File: config.mk
export PLATFORM = sky130hd
export DESIGN_NAME = if_prefetch_queue_flat
export DESIGN_NICKNAME = d
export VERILOG_FILES = /design/src/rtl/if_prefetch_queue_if.sv /design/src/rtl/if_prefetch_queue.sv /design/src/flat_wrapper.sv
export SDC_FILE = /design/constraint.sdc
export NUM_CORES = 1
export LEC_CHECK = 0
export ABC_CLOCK_PERIOD_IN_PS = 22000
export CAP_MARGIN = 10
export CORE_MARGIN = 3
export CORE_UTILIZATION = 40
export CTS_CLUSTER_SIZE = 40
export DETAILED_ROUTE_END_ITERATION = 8
export GPL_TIMING_DRIVEN = 0
export PLACE_DENSITY = 0.64
export SYNTH_ARGS = -nofsm -noshare
export SYNTH_HDL_FRONTEND = slang
export SYNTH_SLANG_ARGS = --single-unit
File: constraint.sdc
create_clock -name clk -period 22 [get_ports clk]
set_clock_uncertainty 0.05 [all_clocks]
set_input_delay 5.5 -clock clk [delete_from_list [all_inputs] [get_ports clk]]
set_output_delay 5.5 -clock clk [all_outputs]
set_load 0.01 [all_outputs]
File: src/rtl/if_prefetch_queue_if.sv
// ---------------------------------------------------------------------------
// if_prefetch_queue_if
//   Bundles the fetch-side and ID-side signals of the prefetch queue.
//
//   Handshake semantics (single place they are described):
//     out_valid is the "head valid" flag. ID consumes the head entry at a
//     rising edge when out_valid=1 and freeze=0 (freeze acts as an inverted
//     ready). branch_taken overrides both: the head is squashed, not
//     consumed. The instruction-memory side has no handshake. imem_data must
//     be the word at imem_addr within the same cycle.
//
//   Signals:
//     freeze, branch_taken, branch_addr : control from ID / EXE
//     imem_addr / imem_data             : combinational instruction memory
//     out_valid, out_pc, out_inst       : queue head presented to ID
//     occupancy                         : number of valid entries
//
//   Modports:
//     master : the prefetch queue itself
//     slave  : the surrounding pipeline / instruction memory
// ---------------------------------------------------------------------------
interface if_prefetch_queue_if #(
  parameter int ADDR_W = 32,
  parameter int DATA_W = 32,
  parameter int DEPTH  = 4
);
  localparam int OCC_W = $clog2(DEPTH) + 1;

  logic              freeze;
  logic              branch_taken;
  logic [ADDR_W-1:0] branch_addr;
  logic [ADDR_W-1:0] imem_addr;
  logic [DATA_W-1:0] imem_data;
  logic              out_valid;
  logic [ADDR_W-1:0] out_pc;
  logic [DATA_W-1:0] out_inst;
  logic [OCC_W-1:0]  occupancy;

  modport master (
    input  freeze, branch_taken, branch_addr, imem_data,
    output imem_addr, out_valid, out_pc, out_inst, occupancy
  );

  modport slave (
    output freeze, branch_taken, branch_addr, imem_data,
    input  imem_addr, out_valid, out_pc, out_inst, occupancy
  );
endinterface

File: src/rtl/if_prefetch_queue.sv
// ---------------------------------------------------------------------------
// if_prefetch_queue
//   Instruction fetch stage with a DEPTH-entry prefetch queue in front of ID.
//   Fetches one word per cycle sequentially from a combinational instruction
//   memory while there is room (or while the head is leaving in the same
//   cycle), presents the oldest entry to ID, and flushes and redirects on a
//   taken branch.
//
//   Ports:
//     clk  : rising-edge clock
//     rst  : asynchronous, active-high reset
//     bus  : if_prefetch_queue_if.master (see the interface for the list)
//
//   Each entry stores {pc + PC_STEP, instruction}. This matches the PC value
//   that the old IF/ID register handed to ID.
// ---------------------------------------------------------------------------
module if_prefetch_queue #(
  parameter int                ADDR_W   = 32,
  parameter int                DATA_W   = 32,
  parameter int                DEPTH    = 4,
  parameter logic [ADDR_W-1:0] RESET_PC = '0,
  parameter int                PC_STEP  = 4
) (
  input  logic                clk,
  input  logic                rst,
  if_prefetch_queue_if.master bus
);
  localparam int PW = $clog2(DEPTH);
  localparam int CW = PW + 1;

  logic [ADDR_W-1:0] entry_pc_q   [DEPTH];
  logic [ADDR_W-1:0] entry_pc_d   [DEPTH];
  logic [DATA_W-1:0] entry_inst_q [DEPTH];
  logic [DATA_W-1:0] entry_inst_d [DEPTH];

  logic [PW-1:0]     rd_ptr_q, rd_ptr_d;
  logic [PW-1:0]     wr_ptr_q, wr_ptr_d;
  // The count is kept apart from the pointers, so that full and empty are
  // never confused when rd_ptr == wr_ptr.
  logic [CW-1:0]     count_q, count_d;
  logic [ADDR_W-1:0] fetch_pc_q, fetch_pc_d;

  logic              head_valid;
  logic              deq;
  logic              enq;
  logic [ADDR_W-1:0] pc_next;

  assign head_valid = (count_q != '0);
  assign pc_next    = fetch_pc_q + ADDR_W'(PC_STEP);

  always_comb begin
    entry_pc_d   = entry_pc_q;
    entry_inst_d = entry_inst_q;
    rd_ptr_d     = rd_ptr_q;
    wr_ptr_d     = wr_ptr_q;
    count_d      = count_q;
    fetch_pc_d   = fetch_pc_q;

    deq = head_valid & ~bus.freeze & ~bus.branch_taken;
    // A full queue may still accept a word when the head leaves in the same
    // cycle. This keeps throughput at one word per cycle.
    enq = ~bus.branch_taken & ((count_q < CW'(DEPTH)) | deq);

    if (bus.branch_taken) begin
      // Flush: the head is squashed, not consumed. Fetch restarts at the target.
      rd_ptr_d   = '0;
      wr_ptr_d   = '0;
      count_d    = '0;
      fetch_pc_d = bus.branch_addr;
    end else begin
      if (enq) begin
        entry_pc_d[wr_ptr_q]   = pc_next;
        entry_inst_d[wr_ptr_q] = bus.imem_data;
        wr_ptr_d               = wr_ptr_q + PW'(1);
        fetch_pc_d             = pc_next;
      end
      if (deq) begin
        rd_ptr_d = rd_ptr_q + PW'(1);
      end
      count_d = count_q + CW'(enq) - CW'(deq);
    end
  end

  always_ff @(posedge clk or posedge rst) begin
    if (rst) begin
      entry_pc_q   <= '{default: '0};
      entry_inst_q <= '{default: '0};
      rd_ptr_q     <= '0;
      wr_ptr_q     <= '0;
      count_q      <= '0;
      fetch_pc_q   <= RESET_PC;
    end else begin
      entry_pc_q   <= entry_pc_d;
      entry_inst_q <= entry_inst_d;
      rd_ptr_q     <= rd_ptr_d;
      wr_ptr_q     <= wr_ptr_d;
      count_q      <= count_d;
      fetch_pc_q   <= fetch_pc_d;
    end
  end

  assign bus.imem_addr = fetch_pc_q;
  assign bus.out_valid = head_valid;
  assign bus.out_pc    = head_valid ? entry_pc_q[rd_ptr_q]   : '0;
  assign bus.out_inst  = head_valid ? entry_inst_q[rd_ptr_q] : '0;
  assign bus.occupancy = count_q;

endmodule
File: src/flat_wrapper.sv
// flat-port wrapper written by rule: the top's interface ports become plain ports
module if_prefetch_queue_flat 
#(
  parameter int                ADDR_W   = 32,
  parameter int                DATA_W   = 32,
  parameter int                DEPTH    = 4,
  parameter logic [ADDR_W-1:0] RESET_PC = '0,
  parameter int                PC_STEP  = 4
)
  (clk, rst, bus_freeze, bus_branch_taken, bus_branch_addr, bus_imem_data, bus_imem_addr, bus_out_valid, bus_out_pc, bus_out_inst, bus_occupancy);
  if_prefetch_queue_if #(.ADDR_W(ADDR_W), .DATA_W(DATA_W), .DEPTH(DEPTH)) bus_i ();
  input  logic clk;
  input  logic rst;
  input wire logic [$bits(bus_i.freeze)-1:0] bus_freeze;
  input wire logic [$bits(bus_i.branch_taken)-1:0] bus_branch_taken;
  input wire logic [$bits(bus_i.branch_addr)-1:0] bus_branch_addr;
  input wire logic [$bits(bus_i.imem_data)-1:0] bus_imem_data;
  output wire logic [$bits(bus_i.imem_addr)-1:0] bus_imem_addr;
  output wire logic [$bits(bus_i.out_valid)-1:0] bus_out_valid;
  output wire logic [$bits(bus_i.out_pc)-1:0] bus_out_pc;
  output wire logic [$bits(bus_i.out_inst)-1:0] bus_out_inst;
  output wire logic [$bits(bus_i.occupancy)-1:0] bus_occupancy;
  assign bus_i.freeze = bus_freeze;
  assign bus_i.branch_taken = bus_branch_taken;
  assign bus_i.branch_addr = bus_branch_addr;
  assign bus_i.imem_data = bus_imem_data;
  assign bus_imem_addr = bus_i.imem_addr;
  assign bus_out_valid = bus_i.out_valid;
  assign bus_out_pc = bus_i.out_pc;
  assign bus_out_inst = bus_i.out_inst;
  assign bus_occupancy = bus_i.occupancy;
  if_prefetch_queue #(.ADDR_W(ADDR_W), .DATA_W(DATA_W), .DEPTH(DEPTH), .RESET_PC(RESET_PC), .PC_STEP(PC_STEP)) u_core (.clk(clk), .rst(rst), .bus(bus_i));
endmodule
After elaboration in Yosys (flattened, before gate mapping)
Cells that the tools add are included.
W data, S select, Z words.
Operators by class
  add/subtract/negate cells: 5
  $lt $le $gt $ge: 4
  multiplexer cells: 19
  bitwise gates (word level): 8
  reduce and logical (&&, ||, !) cells: 5
Operators by type and width (count)
  $mux W32: 9
  $bwmux W128: 2
  $bmux W32 S2: 2
  $demux W32 S2: 1
  $add A32 B3 Y32 const B: 1
  $mux W2: 4
  $ge A3 B3 Y1 const B: 2
  $not A2 Y3: 2
  $add A2 B1 Y2 const B: 2
  $reduce_bool A2 Y1: 2
  $add A3 B1 Y3: 1
  $and A1 B1 Y1: 3
  $lt A3 B1 Y1 const B: 1
  $lt A3 B3 Y1 const B: 1
  $mux W3: 1
  $reduce_bool A3 Y1: 1
  $sub A3 B1 Y3: 1
  $not A1 Y1: 2
  $reduce_and A2 Y1: 1
  $logic_and A1 B1 Y1: 1
  $or A1 B1 Y1: 1
Storage, ports and cells
  bits in registers: 295
  input bits: 68
  output and inout bits: 100
  logic and storage cells: 53

Logic depth before layout (Yosys ltp)
  word-level depth: 8
  mapped depth: 11
  depth with buffers taken out: 10

Worst setup path before layout
No wires, ideal clock.
  path type: input port to flip-flop
  from: input port bus_branch_taken
  to: register u_core.count_q[2], in the netlist u_core.bus.occupancy[2]
  library setup time: 0.132 ns
  arrival time: 7.318 ns
  required time: 21.818 ns
  slack: 14.500 ns
  stages on the path: 11
  path buffers: 2
  cells stage by stage: clkbuf_1 > clkbuf_1 > nor3_1 > ha_1 > inv_1 > ha_1 > inv_1 > fa_1 > xor2_1 > xnor2_1 > nor2_1
Between the ends
  cells in the longest elaborated chain, start to end: 7
RTL lines
  start: declaration: RTL line flat_wrapper.sv:15  | input wire logic [$bits(bus_i.branch_taken)-1:0] bus_branch_taken;
  $not A1 Y1 (no line)
  $and A1 B1 Y1: RTL line if_prefetch_queue.sv:59  | deq = head_valid & ~bus.freeze & ~bus.branch_taken;
  $or A1 B1 Y1: RTL line if_prefetch_queue.sv:62  | enq = ~bus.branch_taken & ((count_q < CW'(DEPTH)) | deq);
  $and A1 B1 Y1: RTL line if_prefetch_queue.sv:62
  $add A3 B1 Y3: RTL line if_prefetch_queue.sv:80  | count_d = count_q + CW'(enq) - CW'(deq);
  $sub A3 B1 Y3: RTL line if_prefetch_queue.sv:80
  $mux W3 (*): RTL line if_prefetch_queue.sv:64  | if (bus.branch_taken) begin
  named net u_core.count_d[2]: RTL line if_prefetch_queue.sv:40  | logic [CW-1:0] count_q, count_d;
  end signal: assignment: RTL line if_prefetch_queue.sv:97  | count_q <= count_d;
  end: declaration: RTL line if_prefetch_queue.sv:40
Mark *: on every way through the listed nets, which the timed path passes. The rest lies on a longest branch.
A chain may end at the register's enable or synchronous reset.

Worst setup path in the final report
  from: register u_core.count_q[2], in the netlist u_core.bus.occupancy[2]
  to: output port bus_out_pc[16]
Between the ends
  cells in the longest elaborated chain, start to end: 2
RTL lines
  $reduce_bool A3 Y1: RTL line if_prefetch_queue.sv:48  | assign head_valid = (count_q != '0);
  $mux W32: RTL line if_prefetch_queue.sv:104  | assign bus.out_pc = head_valid ? entry_pc_q[rd_ptr_q] : '0;
  end: declaration: RTL line flat_wrapper.sv:20  | output wire logic [$bits(bus_i.out_pc)-1:0] bus_out_pc;
No other way between the ends.

==> impl_metrics.env <==
export IMPL_synthFlopType="dfrtp_1"
export IMPL_worst_pin_slew_ps=985
export IMPL_core_um2=35000
export IMPL_synth_edf_count=0
export IMPL_fin_crit_sh_pct=40.5
export IMPL_cp_common_cell="clkbuf_1"
export IMPL_track_usage_pct=23.0
export IMPL_synth_area_leaders="dfrtp_1 (51%), nand2_1 (14%), mux4_2 (10%)"
export IMPL_fin_setup_tns_ps=0
export IMPL_post_cts_buffers=0
export IMPL_crit_type="flip-flop to primary output"
export IMPL_power_density_nw_per_um2=133
export IMPL_slowest_delay_ps=710
export IMPL_nFillCells=3238
export IMPL_yosys_warnings=0
export IMPL_rsz0062_at_grt="false"
export IMPL_status="completed"
export IMPL_route_detailed_drc=0
export IMPL_max_freq_ghz=0.112
export IMPL_drive_gt1_share_pct=8.24
export IMPL_slew_viol_final=0
export IMPL_yosys_top_cells_count="nand2_1 (519), dfrtp_1 (295), clkbuf_1 (79)"
export IMPL_ant_nets=0
export IMPL_cts_inserted_buffers=34
export IMPL_synth_most_common_cell="nand2_1"
export IMPL_rows=68
export IMPL_path_cells="nor3_1, inv_1, clkbuf_1, clkbuf_1, and2_1, clkdlybuf4s50_1"
export IMPL_cp_arrival_ps=3370
export IMPL_fin_nets=1781
export IMPL_synthCells=1500
export IMPL_hpwlAfterDp_um=30400
export IMPL_antenna_cells=0
export IMPL_ir_drop_mv=0.0634
export IMPL_finalSetupViolations=0
export IMPL_fin_cells=2179
export IMPL_ys_seq_area_share_pct=51.4
export IMPL_clock_sinks=295
export IMPL_cp_slowest_cell="nor3_1"
export IMPL_whs_ps=422
export IMPL_relSlewSlack_pct=34.4
export IMPL_gp_congestion=0.891
export IMPL_antenna_found_initial=0
export IMPL_post_drt_wl_per_cell_um=20.3
export IMPL_min_period_ps=8920
export IMPL_synthToLayoutAreaGrowth_pct=23.4
export IMPL_die_w_um=195
export IMPL_maxCapViolCount=0
export IMPL_die_area_um2=38200
export IMPL_multi_input_comb_area_um2=6480
export IMPL_cp_required_ps=16450
export IMPL_grt_overflow_total=0
export IMPL_insertion_delay_ps=510
export IMPL_rr_worst_depth=6
export IMPL_cts_hold_fix_buffers=0
export IMPL_start_util_pct=41.0
export IMPL_grt_pass1_wl_um=69800
export IMPL_start_kind="flip-flop"
export IMPL_hold_viol=0
export IMPL_syn_area_um2=14400
export IMPL_io_buffers=167
export IMPL_p_leak_nw=7.63
export IMPL_cp_depth=6
export IMPL_cp_max_fo=10
export IMPL_seq_area_um2=7380
export IMPL_dr_pass1_iters=5
export IMPL_ys_ff_latch=295
export IMPL_cts_tree="yes"
export IMPL_ys_async_sr_fraction_pct=100
export IMPL_clockBufferDepth=3
export IMPL_ios=168
export IMPL_post_drt_via_cell_ratio=5.59
export IMPL_synth_nets=1576
export IMPL_syn_avg_cell_area_um2=9.57
export IMPL_synth_top_area_share_pct=51.4
export IMPL_synth_largest_area_cell="dfrtp_1"
export IMPL_cts_resized=0
export IMPL_clkTransAtPathRegs_ps=60
export IMPL_ys_types=48
export IMPL_drt_wl_total_um=44200
export IMPL_cpLargestDelayFamily="buffers and inverters"
export IMPL_ctsHtreeMaxLevel=2
export IMPL_dpl_cell_count=2124
export IMPL_drtIter0Drc=895
export IMPL_fp_dieH_um=195
export IMPL_hold_path_class="flip-flop to flip-flop"
export IMPL_vias=12176
export IMPL_cts_root_buffer="clkbuf_16"
export IMPL_grt_pass1_vias=12172
export IMPL_grt_max_degree=123
export IMPL_hold_path_depth=2
export IMPL_critPathCaptureType="primary output"
export IMPL_cp_buffers_inverters=4
## tightest hold or removal path: cells and delay by family, from the launching register on
| family | cells | cell delay, ps |
|---|---|---|
| DFF | 1 | 340 |
| and+or+nand+nor | 2 | 100 |
## logic make-up after synthesis
| group | synth area share [%] |
|---|---|
| adders and majority gates | 0.750 |
| and+or+nand+nor | 24.9 |
| buffers and inverters | 3.43 |
| xor gates and xnor gates | 1.40 |
| AOI/OAI and AO/OA | 7.86 |
| muxes | 10.3 |
| DFF | 51.4 |
## per-layer routing
layer	up-vias	wire length (µm)	track usage [%]
met5	-	0	0
met4	0	1080	6.50
met3	74	3350	3.57
met2	511	21000	37.7
met1	6022	18800	32.1
li1	5569	-	-
## report_power, final
group	switching (mW)	total [mW]	internal, mW	leakage (nW)
Clock	0.224	0.546	0.322	0.527
Combinational	0.460	0.910	0.451	3.51
Sequential	0.132	0.907	0.775	3.59
## sequential cells by signal (all words and copies together) (netlist names)
name,count
u_core.entry_inst_q,128
u_core.wr_ptr_q,2
u_core.entry_pc_q,128
u_core.bus.imem_addr,32
u_core.rd_ptr_q,2
u_core.bus.occupancy,3
## cell type report
type,count,area share (%)
buffer,114,2.56
clock buffer,46,5.52
clock inverter,9,0.459
inverter,10,0.254
multi-input combinational,1081,36.6
sequential,295,41.7
tap,455,3.21
timing repair buffer,169,9.75
## stage by stage
stage / setup WS [ps] / power [mW] / utilization, % / cell area (µm²)
after floorplan: 8300 / 1.43 / - / 14400
after global routing: 12960 / 2.52 / 50.7 / 17700
final: 13080 / 2.36 / 50.7 / 17700
after CTS: 13070 / 2.38 / 50.7 / 17700
after detailed placement: 13200 / 1.83 / 47.6 / 16700
after global placement: 4530 / 1.80 / 47.5 / 16600
## cells in the final DEF, fill, tap and decap left out, types with 12 or more instances in the layout
| cell type | synthesis | routed |
|---|---|---|
| dfrtp_1 | 295 | 295 |
| xnor2_1 | 12 | 12 |
| nand3_1 | 37 | 37 |
| clkbuf_1 | 79 | 84 |
| o21ai_0 | 68 | 68 |
| o31ai_1 | 16 | 16 |
| nand4_1 | 18 | 18 |
| o211ai_1 | 20 | 20 |
| or4_1 | 35 | 35 |
| and2_1 | 73 | 73 |
| mux4_2 | 64 | 64 |
| nand2_1 | 519 | 519 |
| a31oi_1 | 64 | 64 |
| clkbuf_16 | 0 | 35 |
| nor2_1 | 73 | 73 |
| clkdlybuf4s50_1 | 0 | 167 |
| buf_1 | 23 | 23 |
| or3_1 | 14 | 14 |
## final timing paths
check,start,endpoint,slack [ps]
min in group asynchronous,rst,u_core.entry_inst_q[98],5380
max in group asynchronous,rst,u_core.entry_pc_q[94],15070
min reg2reg,u_core.entry_inst_q[117],u_core.entry_inst_q[117],420
max,u_core.bus.occupancy[2],bus_out_pc[16],13080
min,u_core.entry_inst_q[117],u_core.entry_inst_q[117],420
max reg2reg,u_core.bus.occupancy[2],u_core.entry_pc_q[82],19050
Note: power is estimated with default switching activity, not from simulation.
